[config.mk]
export PLATFORM = sky130hd
export DESIGN_NAME = dsp_unpack_acc
export DESIGN_NICKNAME = d
export VERILOG_FILES = /design/src/rtl/dsp_pkg.sv /design/src/rtl/dsp_res_fifo.sv /design/src/rtl/dsp_unpack_acc.sv
export SDC_FILE = /design/constraint.sdc
export NUM_CORES = 1
export LEC_CHECK = 0
export BUFFER_PORTS_ARGS = -buffer_cell sky130_fd_sc_hd__buf_2
export CORE_ASPECT_RATIO = 1.4
export CORE_MARGIN = 5
export CORE_UTILIZATION = 30
export DETAILED_ROUTE_END_ITERATION = 10
export PLACE_DENSITY = 0.52
export SLEW_MARGIN = 15
export SYNTH_ARGS = -nofsm -noshare
export SYNTH_HDL_FRONTEND = slang
export SYNTH_SLANG_ARGS = --single-unit
[constraint.sdc]
create_clock -name I_clk -period 6.75 [get_ports I_clk]
set_input_delay 0.3375 -clock I_clk [delete_from_list [all_inputs] [get_ports I_clk]]
set_output_delay 0.3375 -clock I_clk [all_outputs]
set_load 0.05 [all_outputs]
[src/rtl/dsp_pkg.sv]
`default_nettype none
//==============================================================================
// Package : dsp_pkg
// Desc    : Shared constants and helpers for the packed dual-product unpacker.
//           Macro DSP_UNPACK_SAT_EN selects saturating result conversion.
// Rev     : 1.0
//==============================================================================
package dsp_pkg;

    localparam int SHIFT_DEF = 18;
    localparam int ACC_W_DEF = 32;
    localparam int OUT_W_DEF = 24;
    localparam int P_W       = 48;
    localparam int CALC_W    = 64;

    typedef struct packed {
        logic signed [CALC_W-1:0] hi;
        logic signed [CALC_W-1:0] lo;
    } unpack_t;

    // The high field was formed after the low product was added in, so a
    // negative low field borrowed one from it; adding the low sign restores it.
    function automatic unpack_t unpack(input logic [P_W-1:0] p, input int shift);
        unpack_t           r;
        logic [CALC_W-1:0] lo_raw;
        logic [CALC_W-1:0] hi_raw;
        logic [P_W-1:0]    sgn_vec;
        lo_raw  = {{(CALC_W-P_W){1'b0}}, p} << (CALC_W - shift);
        hi_raw  = {p, {(CALC_W-P_W){1'b0}}};
        sgn_vec = p >> (shift - 1);
        r.lo = $signed(lo_raw) >>> (CALC_W - shift);
        r.hi = ($signed(hi_raw) >>> (CALC_W - P_W + shift))
             + $signed({{(CALC_W-1){1'b0}}, sgn_vec[0]});
        return r;
    endfunction

    function automatic logic [CALC_W-1:0] convert(input logic signed [CALC_W-1:0] v,
                                                  input int out_w);
`ifdef DSP_UNPACK_SAT_EN
        logic signed [CALC_W-1:0] max_v;
        logic signed [CALC_W-1:0] min_v;
        max_v = (64'sd1 <<< (out_w - 1)) - 64'sd1;
        min_v = -(64'sd1 <<< (out_w - 1));
        if (v > max_v) begin
            return max_v;
        end else if (v < min_v) begin
            return min_v;
        end
        return v;
`else
        return v & ((64'd1 << out_w) - 64'd1);
`endif
    endfunction

endpackage
`default_nettype wire

[src/rtl/dsp_res_fifo.sv]
`default_nettype none
//==============================================================================
// Module : dsp_res_fifo
// Desc   : Synchronous FIFO with fall-through head, push/pop, full/empty flags.
// Rev    : 1.0
//==============================================================================
module dsp_res_fifo #(
    parameter int WIDTH = 48,
    parameter int DEPTH = 2
) (
    input  logic             clk_i,
    input  logic             rst_ni,
    input  logic             push_i,
    input  logic             pop_i,
    input  logic [WIDTH-1:0] wdata_i,
    output logic [WIDTH-1:0] rdata_o,
    output logic             full_o,
    output logic             empty_o
);

    localparam int AW = $clog2(DEPTH);

    logic [WIDTH-1:0] mem_q [DEPTH];
    logic [AW:0]      wr_ptr_q;
    logic [AW:0]      rd_ptr_q;
    logic             do_push;
    logic             do_pop;

    assign empty_o = (wr_ptr_q == rd_ptr_q);
    assign full_o  = (wr_ptr_q[AW] != rd_ptr_q[AW]) &&
                     (wr_ptr_q[AW-1:0] == rd_ptr_q[AW-1:0]);
    // A pop in the same cycle frees the slot, so a full FIFO still accepts.
    assign do_push = push_i & (~full_o | pop_i);
    assign do_pop  = pop_i & ~empty_o;
    assign rdata_o = mem_q[rd_ptr_q[AW-1:0]];

    always_ff @(posedge clk_i or negedge rst_ni) begin
        if (!rst_ni) begin
            for (int i = 0; i < DEPTH; i++) begin
                mem_q[i] <= '0;
            end
            wr_ptr_q <= '0;
            rd_ptr_q <= '0;
        end else begin
            if (do_push) begin
                mem_q[wr_ptr_q[AW-1:0]] <= wdata_i;
                wr_ptr_q                <= wr_ptr_q + (AW+1)'(1);
            end
            if (do_pop) begin
                rd_ptr_q <= rd_ptr_q + (AW+1)'(1);
            end
        end
    end

endmodule
`default_nettype wire

[src/rtl/dsp_unpack_acc.sv]
`default_nettype none
//==============================================================================
// Module : dsp_unpack_acc
// Desc   : Splits packed dual products, accumulates per window, queues results.
//          DSP_UNPACK_SAT_EN defined: results saturate; otherwise they wrap.
// Rev    : 1.0
//==============================================================================
module dsp_unpack_acc
    import dsp_pkg::*;
#(
    parameter int SHIFT      = SHIFT_DEF,
    parameter int ACC_W      = ACC_W_DEF,
    parameter int OUT_W      = OUT_W_DEF,
    parameter int FIFO_DEPTH = 2
) (
    input  logic             I_clk,
    input  logic             I_rst_n,
    input  logic [P_W-1:0]   I_p,
    input  logic             I_p_valid,
    input  logic             I_first,
    input  logic             I_last,
    output logic [OUT_W-1:0] O_res_l,
    output logic [OUT_W-1:0] O_res_h,
    output logic             O_res_valid,
    input  logic             I_res_ready,
    output logic             O_ovf
);

    unpack_t                 up;
    logic signed [ACC_W-1:0] lo_d;
    logic signed [ACC_W-1:0] hi_d;
    logic signed [ACC_W-1:0] lo_q;
    logic signed [ACC_W-1:0] hi_q;
    logic                    valid_q;
    logic                    first_q;
    logic                    last_q;

    logic signed [ACC_W-1:0] acc_l_q;
    logic signed [ACC_W-1:0] acc_h_q;
    logic signed [ACC_W-1:0] sum_l;
    logic signed [ACC_W-1:0] sum_h;
    logic [OUT_W-1:0]        res_l;
    logic [OUT_W-1:0]        res_h;
    logic                    ovf_q;
    logic                    ovf_d;

    logic                    push;
    logic                    pop;
    logic                    fifo_full;
    logic                    fifo_empty;
    logic [2*OUT_W-1:0]      fifo_rdata;

    always_comb begin
        up   = unpack(I_p, SHIFT);
        lo_d = ACC_W'(up.lo);
        hi_d = ACC_W'(up.hi);
    end

    always_ff @(posedge I_clk or negedge I_rst_n) begin
        if (!I_rst_n) begin
            lo_q    <= '0;
            hi_q    <= '0;
            valid_q <= 1'b0;
            first_q <= 1'b0;
            last_q  <= 1'b0;
        end else begin
            lo_q    <= lo_d;
            hi_q    <= hi_d;
            valid_q <= I_p_valid;
            first_q <= I_p_valid & I_first;
            last_q  <= I_p_valid & I_last;
        end
    end

    // First term restarts the window regardless of any unfinished partial sum.
    always_comb begin
        sum_l = first_q ? lo_q : acc_l_q + lo_q;
        sum_h = first_q ? hi_q : acc_h_q + hi_q;
        res_l = OUT_W'(convert(CALC_W'(sum_l), OUT_W));
        res_h = OUT_W'(convert(CALC_W'(sum_h), OUT_W));
        push  = valid_q & last_q;
        pop   = ~fifo_empty & I_res_ready;
        ovf_d = ovf_q | (push & fifo_full & ~pop);
    end

    always_ff @(posedge I_clk or negedge I_rst_n) begin
        if (!I_rst_n) begin
            acc_l_q <= '0;
            acc_h_q <= '0;
            ovf_q   <= 1'b0;
        end else begin
            if (valid_q) begin
                acc_l_q <= sum_l;
                acc_h_q <= sum_h;
            end
            ovf_q <= ovf_d;
        end
    end

    dsp_res_fifo #(
        .WIDTH (2*OUT_W),
        .DEPTH (FIFO_DEPTH)
    ) u_res_fifo (
        .clk_i   (I_clk),
        .rst_ni  (I_rst_n),
        .push_i  (push),
        .pop_i   (pop),
        .wdata_i ({res_h, res_l}),
        .rdata_o (fifo_rdata),
        .full_o  (fifo_full),
        .empty_o (fifo_empty)
    );

    assign {O_res_h, O_res_l} = fifo_rdata;
    assign O_res_valid        = ~fifo_empty;
    assign O_ovf              = ovf_q;

endmodule
`default_nettype wire

==> results.txt, run 1 <==
CP arrival: 3720 ps
Synth Register Bits: 194
Vias per cell: 4.80
Leading area contributor after synthesis: dfrtp_1
Non-filler instance count after layout: 1644
Post-synth EDFFs: 0
Post-synthesis cell count: 1091
Antenna cells: 0
Synth warnings: 0
Max Buffers Root-to-Sink: 2
Setup crit end kind: flop
Worst R2R End: u_res_fifo.mem_q[68]$_DFFE_PN0P_
FF-to-FF setup slack: 3330 ps
Setup TNS: 0 ps
Sequential element share of the synthesized area: 0.469
Cts hold-fix bufs: 19
Register area: 4860 µm²
Syn avg cell area: 9.49 µm²
CP Max Fanout: 5
FF-to-FF path depth: 10
R2R Path Start: lo_q[0]$_DFF_PN0_
Worst-margin pin slew: 1040 ps
Hold Worst Slack: 41.9 ps
Synth Flop Type: dfrtp_1
Die X: 167 µm
Vias in the first global route: 8097
Placed insts: 1593
CTS tree: done
Fin crit share: 0.507
Clk root buf: clkbuf_16
Worst Setup Start Kind: flop
Mapped Nets: 1195
Final Power: 6.39 mW
Synth unique cells: 62
Post-layout util: 0.355
Max Cap Viol: 0
Tot GR Track Use: 0.140
Row cnt: 80
Initial antenna violation count: 0
Unrepaired setup endpoints after global routing: no
Slew Viols, Final: 0
CTS Sinks: 194
Port Buffers: 97
Final GP Congestion: 0.855
Final min period: 3420 ps
Endpoints failing hold: 0
Drt first pass iters: 4
Post-CTS setup buffer count: 0
Post-Syn Area: 10400 µm²
Pwr Density: 528 nW/µm²
Area Overhead vs Synth: 16.9%
Overflow after GRT: 0
Status: finished clean
CP Launch Point: lo_q[0]$_DFF_PN0_
Footprint of the multi-input gates: 5230 µm²
CTS resizes: 0
Die area: 38400 µm²
Max frequency: 292 MHz
Via count: 7898
Peak VDD IR: 0.411 mV
Worst-path clk slew: 70 ps
Final Setup Violations: 0
Critical Path Sink: u_res_fifo.mem_q[68]$_DFFE_PN0P_
Drt drc: 0
Share of the synthesized area in the top cell type: 0.469
Wire per inst: 15.8 µm
P_leak: 5.44 nW
First-pass GRT wire length: 43100 µm
Core Area: 34100 µm²
Clk Latency, worst-skew pair: 460 ps
CP Class: flop to flop
Nets@finish: 1284
Dpl hpwl: 18400 µm
ANT nets after route: 0
Clock H-tree levels: 4
Synth area leaders: dfrtp_1 47%, ha_1 5.8%, a21oi_1 5.6%
Initial Util: 0.303
Post-synth ARST share: 1.00
Fraction of layout instances using a drive strength above 1: 0.171
Chip height: 230 µm
Pin count of the biggest net entering global routing: 75
WP data required: 7050 ps
Hold WC Path Type: input port to flop
# fillers: 3504
Worst slew margin: 0.302
Clock skew: 11.8 ps
Final wirelength: 26000 µm
CTS buffer count: 17
Initial DRC count: 420
I/O Pins: 104
## metrics by stage
step           instance area (µm²)  setup WS [ps]
6_report                     12100           3330
5_1_grt                      12100           2990
4_1_cts                      12100           3260
3_5_place_dp                 11300           3280
3_3_place_gp                 11300           3330
2_1_floorplan                10400           4090
## cell usage after synthesis, types with 7 or more instances
| cell type | number |
|---|---|
| a21o_1 | 16 |
| a21oi_1 | 116 |
| a31oi_1 | 16 |
| and2_1 | 9 |
| and3_1 | 11 |
| buf_1 | 9 |
| clkbuf_1 | 42 |
| dfrtp_1 | 194 |
| ha_1 | 48 |
| inv_1 | 14 |
| mux2_2 | 48 |
| mux2i_1 | 18 |
| nand2_1 | 154 |
| nand2b_1 | 7 |
| nand3_1 | 20 |
| nor2_1 | 83 |
| nor3_1 | 14 |
| o211ai_1 | 10 |
| o21ai_0 | 74 |
| o21ai_1 | 42 |
| xnor2_1 | 42 |
| xor2_1 | 21 |
## critical path, cell delays in order (launching register included)
cell and delay (ps):
dfrtp_1 390, ha_1 240, fa_1 410, a21oi_1 190
o21ai_0 130, a21oi_1 440, o21ai_1 200, nand2_1 110
nor4_1 50, a2111oi_1 950, o21ai_1 160
## logic make-up after synthesis
kind of cell | after synthesis | share of synthesized area
flops | 194 | 0.469
fa+ha+maj | 50 | 0.0619
mux | 68 | 0.0720
simple gates | 321 | 0.135
buf+inv | 71 | 0.0266
compound gates | 324 | 0.183
xor+xnor | 63 | 0.0533
## area by class of cell
| cell class | instances | share of cell area |
|---|---|---|
| clock inverters | 15 | 0.0176 |
| well taps | 451 | 0.0466 |
| multi-input cells | 826 | 0.432 |
| flip-flops and latches | 194 | 0.401 |
| clock buffers | 17 | 0.0351 |
| repair buffers | 126 | 0.0627 |
| inverters | 15 | 0.00465 |
## power by group
part | switching [mW] | leakage (nW) | internal (mW) | total (mW)
logic | 2.25 | 2.83 | 1.19 | 3.45
registers | 0.235 | 2.30 | 1.60 | 1.84
clock network | 0.503 | 0.314 | 0.604 | 1.11
total | 2.99 | 5.44 | 3.40 | 6.39
## sequential cells by signal, indices dropped and copies added (netlist names)
name                 cells
valid_q                  1
first_q                  1
acc_l_q                 24
u_res_fifo.rd_ptr_q      2
acc_h_q                 24
last_q                   1
u_res_fifo.wr_ptr_q      2
O_ovf                    1
u_res_fifo.mem_q        96
hi_q                    24
lo_q                    18
## routing by layer
metal | GRT usage | wire [µm] | up-vias
li1 | - | - | 4052
met1 | 0.173 | 11700 | 3741
met2 | 0.248 | 13300 | 93
met3 | 0.0254 | 634 | 12
met4 | 0.0414 | 303 | 0
met5 | 0 | 0 | -
## how the worst min path moves through the flow
| stage | start | to | cells after the start |
|---|---|---|---|
| finish | I_p_valid | valid_q$_DFF_PN0_ | 1 |
| global route | I_p_valid | valid_q$_DFF_PN0_ | 1 |
| CTS | I_p_valid | valid_q$_DFF_PN0_ | 1 |
| detailed placement | I_rst_n | u_res_fifo.mem_q[36]$_DFFE_PN0P_ | 1 |
| global placement | I_rst_n | u_res_fifo.mem_q[37]$_DFFE_PN0P_ | 1 |
| floorplan | I_rst_n | O_ovf$_DFF_PN0_ | 0 |
## layout by cell type, fill, tap and decap left out, types with 20 or more instances in the layout
master / Yosys / routed
mux2_2: 48 / 48
buf_2: 4 / 96
xnor2_1: 42 / 42
nor2_1: 83 / 83
nand2_1: 154 / 153
o21ai_1: 42 / 42
dfrtp_1: 194 / 191
xor2_1: 21 / 21
ha_1: 48 / 48
nand3_1: 20 / 20
o21ai_0: 74 / 74
a21oi_1: 116 / 116
Power figures use the tool's default switching activity.
==> run 2: changes to the inputs <==
==> constraint.sdc (replaced) <==
create_clock -name I_clk -period 3.5 [get_ports I_clk]
set_input_delay 0.175 -clock I_clk [delete_from_list [all_inputs] [get_ports I_clk]]
set_output_delay 0.175 -clock I_clk [all_outputs]
set_load 0.05 [all_outputs]
==> run 2 against run 1 <==
Hold slack better by 270 ps. Clock power increased by 76%. Sequential power up 93%. Die area is the same. Clock skew rose by 1.3 ps. Non-clock buffer count grew 43. Combinational power up 95%. Routed wire length increased by 0.60%. Maximum frequency rose by 17%. Critical path depth unchanged.
==> results.txt, run 2 (synthesized netlist as in run 1, its figures left out) <==
Final wirelength: 26100 µm
Status: finished clean
Chip height: 230 µm
Largest register FFs: 96
First-pass GRT wire length: 43200 µm
Wl on met1: 11300 µm
Nets@finish: 1327
Met3 wire length: 878 µm
Area Overhead vs Synth: 20.6%
Unrepaired setup endpoints after global routing: no
Vias per cell: 4.82
Die X: 167 µm
Max Buffers Root-to-Sink: 2
Fin crit share: 0.833
Peak VDD IR: 0.747 mV
Sw Share: 0.475
Drt first pass iters: 4
Overflow after GRT: 0
ANT nets after route: 0
Clock H-tree levels: 4
Initial DRC count: 546
Final min period: 2920 ps
Setup WS pre-CTS: 556 ps
Metal2 WL: 13400 µm
Final instance area: 12500 µm²
Crit path cell chain: ha_1 -> fa_1 -> a21o_1 -> a31oi_2 -> nor4_1 -> or4_4 -> a31oi_4 -> xnor2_1 -> nand2_1 -> a31oi_1
Final WS setup: 583 ps
Max Cap Viol: 0
CP arrival: 3300 ps
CTS buffer count: 17
WP data required: 3890 ps
Commonest non-fill, non-tap cell in the layout: dfrtp_1
CTS tree: done
Hold WC Path Type: input port to async pin
Pin count of the biggest net entering global routing: 84
Clk Latency, worst-skew pair: 460 ps
Core Area: 34100 µm²
CTS resizes: 0
Clock skew: 13.2 ps
Most frequent cells in the layout: 191 x dfrtp_1, 153 x nand2_1, 116 x a21oi_1, 96 x buf_2, 83 x nor2_1
Final Setup Violations: 0
Vias in the first global route: 8387
Tot GR Track Use: 0.139
Initial antenna violation count: 0
Buf/Inv on CP: 0
CP Class: flop to flop
I/O Pins: 104
Port Buffers: 97
Dpl hpwl: 18900 µm
Placed insts: 1602
Internal: 6.42 mW
Slew Viols, Final: 0
Hold Worst Slack: 309 ps
Pwr Density: 979 nW/µm²
Setup crit end kind: flop
Combinational share of power: 0.550
Worst slew margin: 0.478
Die area: 38400 µm²
Fraction of layout instances using a drive strength above 1: 0.172
Clock network power share: 0.160
Drt drc: 0
Worst Setup Start Kind: flop
Largest stage delay, worst path: 550 ps
Endpoints failing hold: 0
P_sw: 5.81 mW
Post-placement cell area: 11400 µm²
CP Max Fanout: 3
Worst-margin pin slew: 783 ps
Setup TNS: 0 ps
Non-filler instance count after layout: 1687
Sequential share of power: 0.291
Wire per inst: 15.5 µm
CP max stage cell: or4_4
P_leak: 5.60 nW
Clk root buf: clkbuf_16
Via count: 8130
Row cnt: 80
Family with the most delay on the worst path: compound AO/OA/AOI/OAI gates
Top reg by flops: u_res_fifo.mem_q
Worst-path clk slew: 80 ps
Initial Util: 0.303
Max frequency: 343 MHz
Top Layer Used: met4
Antenna cells: 0
Final GP Congestion: 0.849
CTS Sinks: 194
-- run 2: cell types whose count changed in the layout (fill, tap and decap cells not counted) --
cell,previous run,this run
clkinvlp_4,0,3
clkinv_4,2,0
clkinv_8,1,2
buf_4,10,17
dlygate4sd3_1,19,53
inv_6,5,4
bufinv_16,3,0
buf_12,0,2
inv_8,4,6
-- run 2: repair_timing --
item                      in CTS  in global routing
hold buffers                  53                  0
hold endpoints to repair     127                  0
buffers inserted               0                  0
-- run 2: cell type report --
class | count | area [µm²]
Clock buffer | 17 | 425
Multi-Input combinational cell | 826 | 5230
Tap cell | 451 | 564
Sequential cell | 194 | 4860
Inverter | 15 | 56.3
Fill cell | 3435 | 21700
Clock inverter | 15 | 158
Timing Repair Buffer | 169 | 1190
-- run 2: through the flow --
step	util	total power [mW]
finish	0.366	12.2
global route	0.366	13.2
CTS	0.366	12.4
detailed placement	0.333	10.4
global placement	0.333	10.3
floorplan	-	8.78
-- run 2: power by group through the flow --
stage	registers (mW)	logic, mW	clock network (mW)
global route	3.67	7.43	2.12
global placement	3.56	6.72	0
CTS	3.56	6.84	2.04
floorplan	3.48	5.29	0
detailed placement	3.60	6.77	0
finish	3.56	6.72	1.95
-- run 2: layer usage --
metal  global-route usage  up-vias
met1                0.166     3846
li1                     -     4122
met4               0.0443        0
met5                    0        -
met2                0.250      124
met3               0.0297       38
-- run 2: worst register-to-register path, cell delays in order (launching register included) --
cell     delay [ps]
dfrtp_1         380
ha_1            240
fa_1            410
a21o_1          210
a31oi_2         260
nor4_1          130
or4_4           550
a31oi_4         210
xnor2_1         130
nand2_1         110
a31oi_1         200
-- run 2: final timing paths --
check / slack [ps] / depth (start not counted) / to / from
setup / recovery: 580 / 10 / u_res_fifo.mem_q[92]$_DFFE_PN0P_ / hi_q[0]$_DFF_PN0_
hold / removal: 310 / 2 / u_res_fifo.mem_q[91]$_DFFE_PN0P_ / I_rst_n
setup reg to reg: 580 / 10 / u_res_fifo.mem_q[92]$_DFFE_PN0P_ / hi_q[0]$_DFF_PN0_
hold reg to reg: 480 / 2 / u_res_fifo.mem_q[41]$_DFFE_PN0P_ / u_res_fifo.mem_q[41]$_DFFE_PN0P_
max in group asynchronous: 2180 / 3 / first_q$_DFF_PN0_ / I_rst_n
min in group I_clk: 360 / 2 / lo_q[3]$_DFF_PN0_ / I_p[3]
==> run 3: changes to the inputs <==
--- a/config.mk
+++ b/config.mk
@@ -5,12 +5,13 @@
 export SDC_FILE = /design/constraint.sdc
 export NUM_CORES = 1
 export LEC_CHECK = 0
+export ABC_AREA = 1
 export BUFFER_PORTS_ARGS = -buffer_cell sky130_fd_sc_hd__buf_2
 export CORE_ASPECT_RATIO = 1.4
 export CORE_MARGIN = 5
 export CORE_UTILIZATION = 30
 export DETAILED_ROUTE_END_ITERATION = 10
-export PLACE_DENSITY = 0.52
+export PLACE_DENSITY = 0.54
 export SLEW_MARGIN = 15
 export SYNTH_ARGS = -nofsm -noshare
 export SYNTH_HDL_FRONTEND = slang
==> constraint.sdc (replaced) <==
create_clock -name I_clk -period 2.5 [get_ports I_clk]
set_input_delay 0.125 -clock I_clk [delete_from_list [all_inputs] [get_ports I_clk]]
set_output_delay 0.125 -clock I_clk [all_outputs]
set_load 0.05 [all_outputs]
==> run 3 against run 2 <==
Hold slack got worse by 220 ps. Routed wire length up 33%. Register-to-register slack got worse by 400 ps. Flip-flop and latch count unchanged. Setup slack got worse by 410 ps. Final cell count increased by 40%. Non-clock buffer count down 3. Synthesized cell count increased by 55%. Design area is 11% higher. Core utilization decreased by 0.52 points. Global-route usage grew 2.7 points. Critical path depth unchanged. Largest cell class unchanged. Largest power group unchanged. Highest routed layer unchanged.
==> results.txt, run 3 <==
CTS buffer count: 17
Clk Latency, worst-skew pair: 460 ps
Core Area: 38400 µm²
Antenna cells: 0
Most frequent cells in the layout: 820 x nand2_1, 192 x dfrtp_1, 179 x inv_1, 112 x nand3_1, 96 x buf_2
Sequential share of power: 0.290
Setup crit end kind: flop
Endpoints failing hold: 0
Nets@finish: 1936
Vias in the first global route: 10700
CP Class: input port to flop
CTS tree: done
Worst Setup Start Kind: input port
Fraction of layout instances using a drive strength above 1: 0.0976
Chip height: 243 µm
Port Buffers: 97
Synth Flop Type: dfrtp_1
Row cnt: 85
Vias per cell: 4.50
Synth unique cells: 31
CTS Sinks: 194
Worst-margin pin slew: 813 ps
Synth area leaders: dfrtp_1 42%, nand2_1 26%, inv_1 5.8%
Worst slew margin: 0.458
Die X: 176 µm
Area Overhead vs Synth: 19.1%
Leading area contributor after synthesis: dfrtp_1
Clock network power share: 0.167
Mapped Nets: 1800
Drt drc: 0
P_sw: 8.47 mW
Max Cap Viol: 0
Synth Register Bits: 194
Share of the synthesized area in the top cell type: 0.418
Status: finished clean
Initial Util: 0.303
CP arrival: 2670 ps
ANT nets after route: 0
Drt first pass iters: 5
Post-synth top cells: 820 x nand2_1, 194 x dfrtp_1, 179 x inv_1, 112 x nand3_1, 93 x nor2_1
Tot GR Track Use: 0.167
Sw Share: 0.505
Final Setup Violations: 0
Overflow after GRT: 0
Clk root buf: clkbuf_16
Pin count of the biggest net entering global routing: 74
Combinational share of power: 0.543
Non-filler instance count after layout: 2367
Post-synth EDFFs: 0
Placed insts: 2284
Most common cell in the netlist: nand2_1
Pwr Density: 1210 nW/µm²
Max frequency: 430 MHz
Internal: 8.31 mW
CP Max Fanout: 4
Final min period: 2330 ps
Wire per inst: 14.7 µm
P_leak: 7.57 nW
Initial DRC count: 627
Sequential element share of the synthesized area: 0.418
Peak VDD IR: 0.582 mV
Die area: 42800 µm²
Slew Viols, Final: 0
Clock H-tree levels: 4
Commonest non-fill, non-tap cell in the layout: nand2_1
Post-synthesis cell count: 1696
Largest register FFs: 96
Syn avg cell area: 6.85 µm²
Initial antenna violation count: 0
Worst-path clk slew: 70 ps
Post-synth ARST share: 1.00
Max Buffers Root-to-Sink: 2
WP data required: 2840 ps
Hold WC Path Type: input port to flop
Via count: 10700
Setup TNS: 0 ps
Dpl hpwl: 25600 µm
Fin crit share: 0.931
Synth warnings: 0
Clock skew: 10.7 ps
Final wirelength: 34700 µm
Post-Syn Area: 11600 µm²
# fillers: 4126
First-pass GRT wire length: 56800 µm
Final GP Congestion: 0.895
I/O Pins: 104
Unrepaired setup endpoints after global routing: no
Top reg by flops: u_res_fifo.mem_q
## run 3: worst paths after layout
path / from / to / slack, ps / cells after the start
max in group asynchronous: I_rst_n / u_res_fifo.mem_q[92]$_DFFE_PN0P_ / 1570 / 3
min in group asynchronous: I_rst_n / u_res_fifo.mem_q[75]$_DFFE_PN0P_ / 210 / 2
max: I_p[19] / hi_q[20]$_DFF_PN0_ / 170 / 10
min reg2reg: u_res_fifo.mem_q[27]$_DFFE_PN0P_ / u_res_fifo.mem_q[27]$_DFFE_PN0P_ / 470 / 2
min: I_p[18] / hi_q[1]$_DFF_PN0_ / 90 / 3
max reg2reg: lo_q[0]$_DFF_PN0_ / u_res_fifo.mem_q[56]$_DFFE_PN0P_ / 180 / 12
## run 3: cell type report
class | count | area, µm² | share of cell area
inverter | 183 | 687 | 0.0496
multi-input combinational | 1270 | 5880 | 0.425
tap | 522 | 653 | 0.0472
sequential | 194 | 4860 | 0.351
clock buffer | 19 | 453 | 0.0327
clock inverter | 13 | 138 | 0.00994
timing repair buffer | 166 | 1170 | 0.0847
## run 3: what timing repair did
action                     in CTS  in global routing
hold endpoints to repair      103                  0
gates resized for setup         0                  1
hold buffers                   49                  0
setup endpoints to repair       0                  1
setup buffers                   0                  2
## run 3: cells by family after synthesis
family	Yosys count	share of synthesized area
fa+ha+maj	50	0.0551
xor+xnor	30	0.0226
buf+inv	232	0.0770
simple gates	1094	0.382
flops	194	0.418
compound gates	96	0.0450
## run 3: metal layers
| metal | routed length, µm | global-route usage | vias up |
|---|---|---|---|
| li1 | - | - | 5531 |
| met1 | 14200 | 0.190 | 4911 |
| met2 | 18300 | 0.308 | 163 |
| met3 | 776 | 0.0232 | 52 |
| met4 | 1410 | 0.0713 | 0 |
| met5 | 0 | 0 | - |
## run 3: worst max-delay path, cell delays in order
cell	delay [ps]
dlygate4sd3_1	530
buf_2	120
ha_1	170
nand2_1	70
nor2_1	260
nand4_1	290
nor3_4	270
nand4_1	140
xnor2_1	150
dlygate4sd3_1	540
## run 3: metrics by stage
| step | hold slack [ps] | area [µm²] | power, mW | util | setup WS (ps) |
|---|---|---|---|---|---|
| floorplan | -171 | 11600 | 11.5 | - | 431 |
| global placement | 153 | 12700 | 14.0 | 0.332 | 196 |
| detailed placement | 151 | 12700 | 14.1 | 0.332 | 184 |
| CTS | 69.3 | 13800 | 17.0 | 0.360 | 32.6 |
| global route | 76.8 | 13800 | 18.3 | 0.361 | 9.72 |
| finish | 87.8 | 13800 | 16.8 | 0.361 | 173 |
## run 3: power groups by stage
stage,Combinational (mW),Sequential [mW],Clock (mW)
2_1_floorplan,6.75,4.79,0
3_3_place_gp,9.10,4.89,0
3_5_place_dp,9.18,4.92,0
4_1_cts,9.27,4.87,2.89
5_1_grt,10.2,5.01,3.04
6_report,9.11,4.87,2.80
